## src/rtl/dmtd_phase_tagger.sv

```systemverilog
// dmtd_phase_tagger: conditions the two DMTD beat signals and tags their
// rising edges, producing A->B phase and A->A period result pairs.

module dmtd_beat_edge #(
    parameter int DEGLITCH = 8,
    parameter int DG_W     = 4
) (
    input  logic clk,
    input  logic rst_n,
    input  logic beat_i,
    output logic rise_o
);

    localparam logic [DG_W-1:0] DG_LAST = DG_W'(DEGLITCH - 1);

    logic            sync1_q;
    logic            sync2_q;
    logic            f_q;
    logic            f_d;
    logic            f_dly_q;
    logic [DG_W-1:0] dg_q;
    logic [DG_W-1:0] dg_d;

    // Two-flop synchronizer: the beat is asynchronous to clk.
    always_ff @(posedge clk or negedge rst_n) begin
        if (!rst_n) begin
            sync1_q <= 1'b0;
            sync2_q <= 1'b0;
        end else begin
            sync1_q <= beat_i;
            sync2_q <= sync1_q;
        end
    end

    // Filtered level flips only after DEGLITCH consecutive disagreeing samples.
    always_comb begin
        f_d  = f_q;
        dg_d = '0;
        if (sync2_q != f_q) begin
            if (dg_q == DG_LAST) begin
                f_d  = ~f_q;
                dg_d = '0;
            end else begin
                dg_d = dg_q + DG_W'(1);
            end
        end
    end

    // Filter state plus a delayed copy for rising-edge detection.
    always_ff @(posedge clk or negedge rst_n) begin
        if (!rst_n) begin
            f_q     <= 1'b0;
            dg_q    <= '0;
            f_dly_q <= 1'b0;
        end else begin
            f_q     <= f_d;
            dg_q    <= dg_d;
            f_dly_q <= f_q;
        end
    end

    assign rise_o = f_q & ~f_dly_q;

endmodule

module dmtd_phase_tagger #(
    parameter int CNT_W    = 16,
    parameter int DEGLITCH = 8,
    parameter int DG_W     = 4
) (
    input  logic             clk,
    input  logic             rst_n,
    input  logic             beat_a,
    input  logic             beat_b,
    input  logic             clr,
    input  logic             ready,
    output logic             valid,
    output logic [CNT_W-1:0] phase_out,
    output logic [CNT_W-1:0] period_out,
    output logic             overrun,
    output logic             busy
);

    typedef enum logic [1:0] {
        IDLE   = 2'd0,
        WAIT_B = 2'd1,
        OUT    = 2'd2
    } state_t;

    state_t           state_q;
    state_t           state_d;
    logic [CNT_W-1:0] tcnt_q;
    logic [CNT_W-1:0] tag_a_q;
    logic             have_prev_q;
    logic [CNT_W-1:0] phase_q;
    logic [CNT_W-1:0] phase_d;
    logic [CNT_W-1:0] period_q;
    logic [CNT_W-1:0] period_d;
    logic             ovr_q;
    logic             ovr_d;
    logic             ovr_set;
    logic             ev_a;
    logic             ev_b;
    logic [CNT_W-1:0] a_period;

    dmtd_beat_edge #(
        .DEGLITCH (DEGLITCH),
        .DG_W     (DG_W)
    ) u_edge_a (
        .clk    (clk),
        .rst_n  (rst_n),
        .beat_i (beat_a),
        .rise_o (ev_a)
    );

    dmtd_beat_edge #(
        .DEGLITCH (DEGLITCH),
        .DG_W     (DG_W)
    ) u_edge_b (
        .clk    (clk),
        .rst_n  (rst_n),
        .beat_i (beat_b),
        .rise_o (ev_b)
    );

    // Spacing to the previous A edge; zero until a previous A edge exists.
    assign a_period = have_prev_q ? (tcnt_q - tag_a_q) : '0;

    // Free-running time base and A-edge tag history, updated on every A edge.
    always_ff @(posedge clk or negedge rst_n) begin
        if (!rst_n) begin
            tcnt_q      <= '0;
            tag_a_q     <= '0;
            have_prev_q <= 1'b0;
        end else begin
            tcnt_q <= tcnt_q + CNT_W'(1);
            if (ev_a) begin
                tag_a_q     <= tcnt_q;
                have_prev_q <= 1'b1;
            end
        end
    end

    // Measurement FSM: next state, result capture and overrun detection.
    always_comb begin
        state_d  = state_q;
        phase_d  = phase_q;
        period_d = period_q;
        ovr_set  = 1'b0;
        unique case (state_q)
            IDLE: begin
                if (ev_a) begin
                    period_d = a_period;
                    if (ev_b) begin
                        phase_d = '0;
                        state_d = OUT;
                    end else begin
                        state_d = WAIT_B;
                    end
                end
            end
            WAIT_B: begin
                if (ev_b) begin
                    phase_d = tcnt_q - tag_a_q;
                    state_d = OUT;
                    ovr_set = ev_a;
                end else if (ev_a) begin
                    period_d = a_period;
                end
            end
            OUT: begin
                ovr_set = ev_a;
                if (ready) begin
                    state_d = IDLE;
                end
            end
            default: begin
                state_d = IDLE;
            end
        endcase
        ovr_d = ovr_set | (ovr_q & ~clr);
    end

    // Measurement state and result registers.
    always_ff @(posedge clk or negedge rst_n) begin
        if (!rst_n) begin
            state_q  <= IDLE;
            phase_q  <= '0;
            period_q <= '0;
            ovr_q    <= 1'b0;
        end else begin
            state_q  <= state_d;
            phase_q  <= phase_d;
            period_q <= period_d;
            ovr_q    <= ovr_d;
        end
    end

    assign valid      = (state_q == OUT);
    assign busy       = (state_q != IDLE);
    assign phase_out  = phase_q;
    assign period_out = period_q;
    assign overrun    = ovr_q;

endmodule

```

## config.mk

```make
export PLATFORM = sky130hd
export DESIGN_NAME = dmtd_phase_tagger
export DESIGN_NICKNAME = d
export VERILOG_FILES = /design/src/rtl/dmtd_phase_tagger.sv
export SDC_FILE = /design/constraint.sdc
export NUM_CORES = 1
export LEC_CHECK = 0
export ABC_AREA = 1
export CORE_AREA = 5 5 126 128
export CTS_BUF_LIST = sky130_fd_sc_hd__clkbuf_4 sky130_fd_sc_hd__clkbuf_8
export DETAILED_ROUTE_END_ITERATION = 7
export DIE_AREA = 0 0 131 133
export DONT_BUFFER_PORTS = 1
export GPL_TIMING_DRIVEN = 0
export SLEW_MARGIN = 40
export SYNTH_ARGS = -nofsm -noshare
export SYNTH_HDL_FRONTEND = slang
export SYNTH_HIERARCHICAL = 1
export SYNTH_SLANG_ARGS = --single-unit
```

## constraint.sdc

```tcl
create_clock -name clk -period 5.03 [get_ports clk]
set_clock_uncertainty 0.2 [all_clocks]
set_input_delay 1.2575 -clock clk [delete_from_list [all_inputs] [get_ports clk]]
set_output_delay 1.2575 -clock clk [all_outputs]
set_load 0.05 [all_outputs]
```

# Word-level counts from Yosys, hierarchy flattened
# Cells that the tools add are included.
[totals]
out_inout_bits = 35
latchBits = 0
ram_bits = 0
rom_bits = 0
memories = 0
register_bits = 84
elab_cells = 68
[op_classes]
n_eq_ne = 11
muxes = 19
n_lt_le_gt_ge = 0
n_shift = 0
n_bitwise = 9
add_sub_neg = 4
n_div = 0
n_mul = 0
reduce_logical = 8
[ops]
columns = ["operator", "count"]
rows = [
  ["2-to-1 mux 16 bit", 6],
  ["one-hot mux 16 bit (2 select lines)", 2],
  ["adder 16 x 1 -> 16 bit, second input constant", 1],
  ["2-to-1 mux 4 bit", 4],
  ["subtractor 16 bit", 1],
  ["!= test 2 bit, second input constant", 5],
  ["adder 4 x 1 -> 4 bit, second input constant", 2],
  ["equality test 4 x 3 -> 1 bit, second input constant", 2],
  ["2-to-1 mux 2 bit", 4],
  ["one-hot mux 2 bit (3 select lines)", 1],
  ["AND reduction 2 bit", 3],
  ["NOT 1 bit", 5],
  ["AND reduction 4 bit", 1],
  ["nonzero test 2 bit", 2],
  ["AND 1 bit", 3],
  ["AND reduction 3 bit", 1],
  ["equality test 2 x 1 -> 1 bit, second input constant", 1],
  ["equality test 2 bit, second input constant", 1],
  ["logical NOT 2 bit", 1],
  ["!= test 1 bit", 2],
  ["one-hot mux 1 bit (2 select lines)", 1],
  ["2-to-1 mux 1 bit", 1],
  ["OR 1 bit", 1],
]

# Logic depth before layout (Yosys ltp)
# Gate-level depths: netlist of the first run.
[logic_depth]
depth_word = 5
ltp_mapped = 13

# By module
# The synthesis of the first run kept the hierarchy.
[modules_own_cells]
columns = ["mod", "area_each_um2", "cells_each", "n_inst"]
rows = [
  ["dmtd_phase_tagger", 3699.8, 461, 1],
  ["dmtd_beat_edge", 306.5, 31, 2],
]

# Worst setup path after synthesis of the first run
# Ideal clock, no wire load.
[synth_timing]
path_kind = "flip-flop to output port"
start = "register state_q[0]"
end = "output port valid"
path_slack_ns = 2.647
arrival_ns = 0.926
t_required_ns = 3.573
stages_incl_launch_ff = 3
path_cell_list = "dfrtp_1 -> inv_1 -> ha_1"
[synth_via]
elab_chain_cells = 1
[synth_rtl]
columns = ["element", "line_no", "source"]
rows = [
  ["start: declaration", "90", "state_t state_q;"],
  ["start signal: assignment", "192", "state_q <= state_d;"],
  ["equality test 2 bit", "199", "assign valid = (state_q == OUT);"],
  ["end: declaration", "77", "output logic valid,"],
]
# No other way between the ends.

# Worst setup path in the final report of the first run
# Same ends and word-level chain as after synthesis.

==> impl_metrics.csv, run 1 <==
group,metric,value,unit
timing,setup_viol,0,
clocking,postCtsSetupBuffers,0,
timing,tns,0,ns
worst_hold_path,holdCritPathClass,"register to register",
drt,drtPass1Iterations,4,
yosys,syn-instance-count,523,
floorplanning,die_w,131,µm
clocking,cts_resized,0,
drt,routed_wl,8765,µm
floorplanning,fp.dieH,133,µm
layout,final_area,4760,µm²
setup_path,cp.arrival,1.41,ns
power,p_per_area,507.5,nW/µm²
power,leakagePower,2.515,nW
floorplanning,die-area,17420,µm²
worst_hold_path,holdPathEnd,"u_edge_a/sync2_q",
yosys,yosys_warnings,6,
timing,finalMaxSlewViolations,0,
drt,topRoutingLayerUsed,"met4",
yosys,ys_top_cells_by_area,"dfrtp_1 49%, nand2_1 15%, inv_1 7.1%",
timing,rsz0062_at_grt,"no",
yosys,synth_area,4313,µm²
clocking,cts_made_buffers,9,
yosys,synth-edff-count,0,
layout,drive_above_1_share,6.877,%
floorplanning,core-area,14750,µm²
timing,slew_headroom,61.06,%
setup_path,path_class,"register to output port",
setup_path,rr_endpoint,"phase_out[14]",
clocking,clock-sinks,84,
power,vdd_ir_drop_max,0.1425,mV
grt,antenna_found_initial,1,
floorplanning,rows,45,
yosys,ys_seq_area_share,48.74,%
timing,max_freq,348.8,MHz
layout,area_growth_syn_to_layout,10.36,%
timing,worst_slack,2.163,ns
setup_path,r2r_start,"state_q[0]",
grt,grt_max_degree,85,
timing,fin_crit_sh,56.99,%
floorplanning,ios,41,
timing,finalCriticalPeriod,2.867,ns
clocking,cts_max_path_buffers,2,
yosys,synth-seq-cells,84,
setup_path,rrSetupSlack,2.74,ns
worst_hold_path,min_path_cells,0,
power,total_power,2.416,mW
layout,fillCellCount,1528,
clocking,cts_root_buf,"clkbuf_8",
clocking,insertion_delay,0.36,ns
layout,multi_input_area,1866,µm²
setup_path,crit_fanout,3,
placed_design,io_buffers,0,
drt,detail-route-antenna-nets,0,
setup_path,end_kind,"output port",
yosys,synth_most_common_cell,"nand2_1",
drt,route.met3.wl,387,µm
yosys,postSynth.asyncResetShare,100.0,%
yosys,synth_top_area_cell,"dfrtp_1",
drt,met1_length,3928,µm
job,maxCapViolations,0,
clocking,htreeDepth,3,
yosys,ys_types,29,
clocking,cts_hold_buf,0,
placed_design,gp_congestion,0.8810,
yosys,ys.flop_type,"dfrtp_1",
yosys,avgSynthCellArea,8.246,µm²
layout,fin_nets,563,
grt,grt_pass1_vias,3288,
layout,ff_latch_area,2102,µm²
clocking,cts.clk_slew.worst_paths,0.09,ns
timing,finalHoldViolations,0,
placed_design,dp.cells,711,
floorplanning,initial_core_util,29.24,%
drt,drcViolationCount,0,
setup_path,r2r_cells,8,
timing,worst_pin_slew,0.5842,ns
grt,overflow,0,
timing,whs,0.1554,ns
clocking,cts_tree,"yes",
placed_design,post-place-ws,2.562,ns
yosys,syn_nets,552,
layout,fin_cells,727,
yosys,ys_top_cells_by_count,"170 x nand2_1, 84 x dfrtp_1, 82 x inv_1",
setup_path,start_kind,"register",
drt,drt_iter0_drc,225,
outcome,status,"finished clean",
drt,num_vias,3281,
grt,grt_pass1_wl,15390,µm
drt,vias_per_cell,4.513,
drt,wl_per_cell,12.06,µm
layout,final_util,32.26,%
drt,dr_wl_met2,4226,µm
placed_design,dp_hpwl,6817,µm
grt,track_usage,10.76,%
worst_hold_path,min_from,"u_edge_a/sync1_q",
yosys,synthDominantCellAreaShare,48.74,%
placed_design,dpl_cell_area,4548,µm²
setup_path,required,3.57,ns
worst max-delay path by stage:
stage	start	end	slack, ns	depth (start not counted)
3_5_place_dp	state_q[0]	valid	2.56	2
6_report	state_q[0]	valid	2.16	2
5_1_grt	state_q[0]	valid	2.09	2
4_1_cts	state_q[0]	valid	2.14	2
2_1_floorplan	state_q[0]	valid	2.65	2
3_3_place_gp	state_q[0]	valid	2.60	2
worst max-delay path, stage by stage (launching register included):
cell and delay (ns):
dfrtp_1 0.40, inv_1 0.11, ha_1 0.54
placed cells by master (no fill, tap or decap), types with 3 or more instances in the layout:
cell	count
nand2_1	170
dfrtp_1	84
inv_1	82
nand3_1	38
o21ai_0	30
nor2_1	24
ha_1	22
xnor2_1	11
xor2_1	9
clkbuf_8	9
nand4_1	8
a21oi_1	8
clkbuf_1	5
nand3_2	4
nand2_2	4
nor3_1	4
buf_2	3
per-layer routing:
metal / up-vias / track usage, %
met4: 0 / 4.571
met3: 17 / 2.745
met2: 65 / 17.61
li1: 1657 / -
met5: - / 0
met1: 1542 / 13.29
cells by family after synthesis:
family	after synthesis	synth area share (%)
AND/OR/NAND/NOR	261	26.57
buffers and inverters	91	8.007
flip-flops	84	48.74
adder cells (fa/ha/maj)	23	6.846
XOR/XNOR	22	4.816
AO/OA/AOI/OAI	42	5.019
power breakdown:
part / internal (mW) / switching [mW] / leakage, nW / total [mW]
Combinational: 0.208 / 0.419 / 1.29 / 0.627
Sequential: 0.825 / 0.445 / 1.12 / 1.27
Clock: 0.281 / 0.238 / 0.106 / 0.519
Total: 1.31 / 1.10 / 2.51 / 2.42
registers in the layout, summed over array words and instances (netlist names):
| register | flops |
|---|---|
| u_edge_a/dg_q | 4 |
| u_edge_a/f_q | 1 |
| u_edge_b/f_q | 1 |
| state_q | 2 |
| phase_out | 16 |
| u_edge_b/sync2_q | 1 |
| period_out | 16 |
| overrun | 1 |
| u_edge_b/f_dly_q | 1 |
| u_edge_a/f_dly_q | 1 |
| u_edge_a/sync2_q | 1 |
| have_prev_q | 1 |
| u_edge_b/sync1_q | 1 |
| tcnt_q | 16 |
| u_edge_b/dg_q | 4 |
| u_edge_a/sync1_q | 1 |
| tag_a_q | 16 |
layout make-up:
| cell class | instances | share of cell area (%) |
|---|---|---|
| clock buffer | 10 | 2.760 |
| sequential | 84 | 44.16 |
| tap | 188 | 4.942 |
| multi-input combinational | 348 | 39.20 |
| antenna | 1 | 0.05258 |
| inverter | 83 | 6.546 |
| clock inverter | 5 | 1.630 |
| buffer | 8 | 0.7098 |
Power figures use the tool's default switching activity.
==> inputs of run 2 (changes only) <==
- clock period: 5.03 -> 2.5 ns (I/O delays scaled with it)
==> impl_metrics.csv, run 2 (synthesis results as in run 1) <==
group,metric,value,unit
floorplanning,ios,41,
clocking,cts_tree,"yes",
power,leakagePower,2.518,nW
clocking,cts_root_buf,"clkbuf_8",
grt,grt_pass1_vias,3288,
timing,finalMaxSlewViolations,0,
job,maxCapViolations,0,
timing,slew_headroom,61.06,%
placed_design,dp_hpwl,6817,µm
floorplanning,die_w,131,µm
drt,wl_per_cell,12.06,µm
drt,drt_iter0_drc,225,
setup_path,required,2.57,ns
clocking,clock-sinks,84,
outcome,violations,"hold timing",
layout,final_cell_mix,"170 x nand2_1, 84 x dfrtp_1, 82 x inv_1, 38 x nand3_1, 30 x o21ai_0",
setup_path,r2r_start,"state_q[0]",
grt,overflow,0,
timing,rsz0062_at_grt,"no",
drt,vias_per_cell,4.513,
timing,worst_slack,0.2582,ns
clocking,cts.clk_slew.worst_paths,0.09,ns
timing,fin_crit_sh,89.67,%
setup_path,start_kind,"register",
setup_path,end_kind,"register",
clocking,insertion_delay,0.36,ns
power,p_per_area,1021,nW/µm²
placed_design,io_buffers,0,
layout,fillCellCount,1528,
layout,final_area,4761,µm²
timing,finalCriticalPeriod,2.242,ns
drt,num_vias,3281,
clocking,cts_max_path_buffers,2,
layout,fin_nets,563,
setup_path,cpMaxStageDelayCell,"a221oi_1",
floorplanning,fp.dieH,133,µm
setup_path,crit_top_cell,"inv_1",
setup_path,rrSetupSlack,0.26,ns
setup_path,cp.arrival,2.32,ns
placed_design,gp_congestion,0.8810,
outcome,status,"finished with violations",
clocking,cts_made_buffers,9,
setup_path,rr_endpoint,"state_q[0]",
clocking,htreeDepth,3,
floorplanning,die-area,17420,µm²
layout,drive_above_1_share,7.063,%
timing,setup_viol,0,
setup_path,path_class,"register to register",
timing,finalHoldViolations,84,
floorplanning,core-area,14750,µm²
drt,routed_wl,8764,µm
layout,area_growth_syn_to_layout,10.39,%
setup_path,worstPathCellList,"inv_1 > ha_1 > inv_1 > nor2_1 > a221oi_1 > nand3_1 > o21ai_0",
setup_path,r2r_cells,7,
timing,max_freq,446.1,MHz
timing,whs,-0.2390,ns
timing,tns,0,ns
grt,track_usage,10.76,%
placed_design,post-place-ws,0.2260,ns
power,vdd_ir_drop_max,0.2868,mV
placed_design,dpl_cell_area,4548,µm²
drt,drtPass1Iterations,4,
setup_path,max_stage_delay,0.47,ns
drt,drcViolationCount,0,
grt,antenna_found_initial,1,
grt,grt_max_degree,85,
drt,detail-route-antenna-nets,0,
timing,worst_pin_slew,0.5842,ns
worst_hold_path,holdCritPathClass,"input port to async pin",
layout,fin_cells,727,
placed_design,dp.cells,711,
floorplanning,rows,45,
setup_path,crit_fanout,4,
floorplanning,initial_core_util,29.24,%
clocking,postCtsSetupBuffers,0,
grt,grt_pass1_wl,15390,µm
layout,mostFrequentLayoutCell,"nand2_1",
## run 2: cell counts in the layout (fill, tap and decap cells not counted)
No cell type changed its count.
## run 2: worst max path at each step
stage | cells past startpoint | from | slack (ns) | end
2_1_floorplan | 11 | tcnt_q[0] | 0.58 | phase_out[12]
3_3_place_gp | 8 | state_q[0] | 0.30 | phase_out[11]
3_5_place_dp | 8 | state_q[0] | 0.23 | phase_out[14]
4_1_cts | 8 | state_q[0] | 0.19 | phase_out[14]
5_1_grt | 11 | tcnt_q[0] | 0.06 | phase_out[8]
6_report | 7 | state_q[0] | 0.26 | state_q[0]
## run 2: routing by layer
metal / wire length, µm / vias to the layer above / GRT usage [%]
met1: 3926 / 1542 / 13.29
met3: 387 / 17 / 2.745
li1: - / 1657 / -
met4: 223 / 0 / 4.571
met2: 4226 / 65 / 17.61
met5: 0 / - / 0
## run 2: cell type report
class,count,area [µm²],share of cell area (%)
buffer,8,35.03,0.7359
clock buffer,10,131.4,2.760
tap,188,235.2,4.941
clock inverter,5,77.57,1.629
inverter,83,311.5,6.544
sequential,84,2102,44.15
multi-input combinational,348,1866,39.19
antenna,1,2.502,0.05256
## run 2: timing repair
action / CTS / global route
gates resized for setup: 0 / 2
endpoints found under the hold margin: 84 / 84
setup endpoints to repair: 0 / 2
## run 2: metrics by stage
step / utilization [%] / total power [mW]
2_1_floorplan: - / 3.519
3_3_place_gp: 30.83 / 3.796
3_5_place_dp: 30.83 / 3.864
4_1_cts: 32.25 / 4.913
5_1_grt: 32.27 / 5.197
6_report: 32.27 / 4.860
## run 2: critical path, delay by kind of cell, from the launching register on
kind / cells / cell delay [ns]
flip-flops: 1 / 0.37
AND/OR/NAND/NOR: 2 / 0.32
adder cells (fa/ha/maj): 1 / 0.23
AO/OA/AOI/OAI: 2 / 0.60
buffers and inverters: 2 / 0.44
## run 2: where the power goes
group / internal [mW] / switching, mW / total (mW)
combinational: 0.418 / 0.844 / 1.26
clock: 0.565 / 0.478 / 1.04
sequential: 1.66 / 0.895 / 2.55
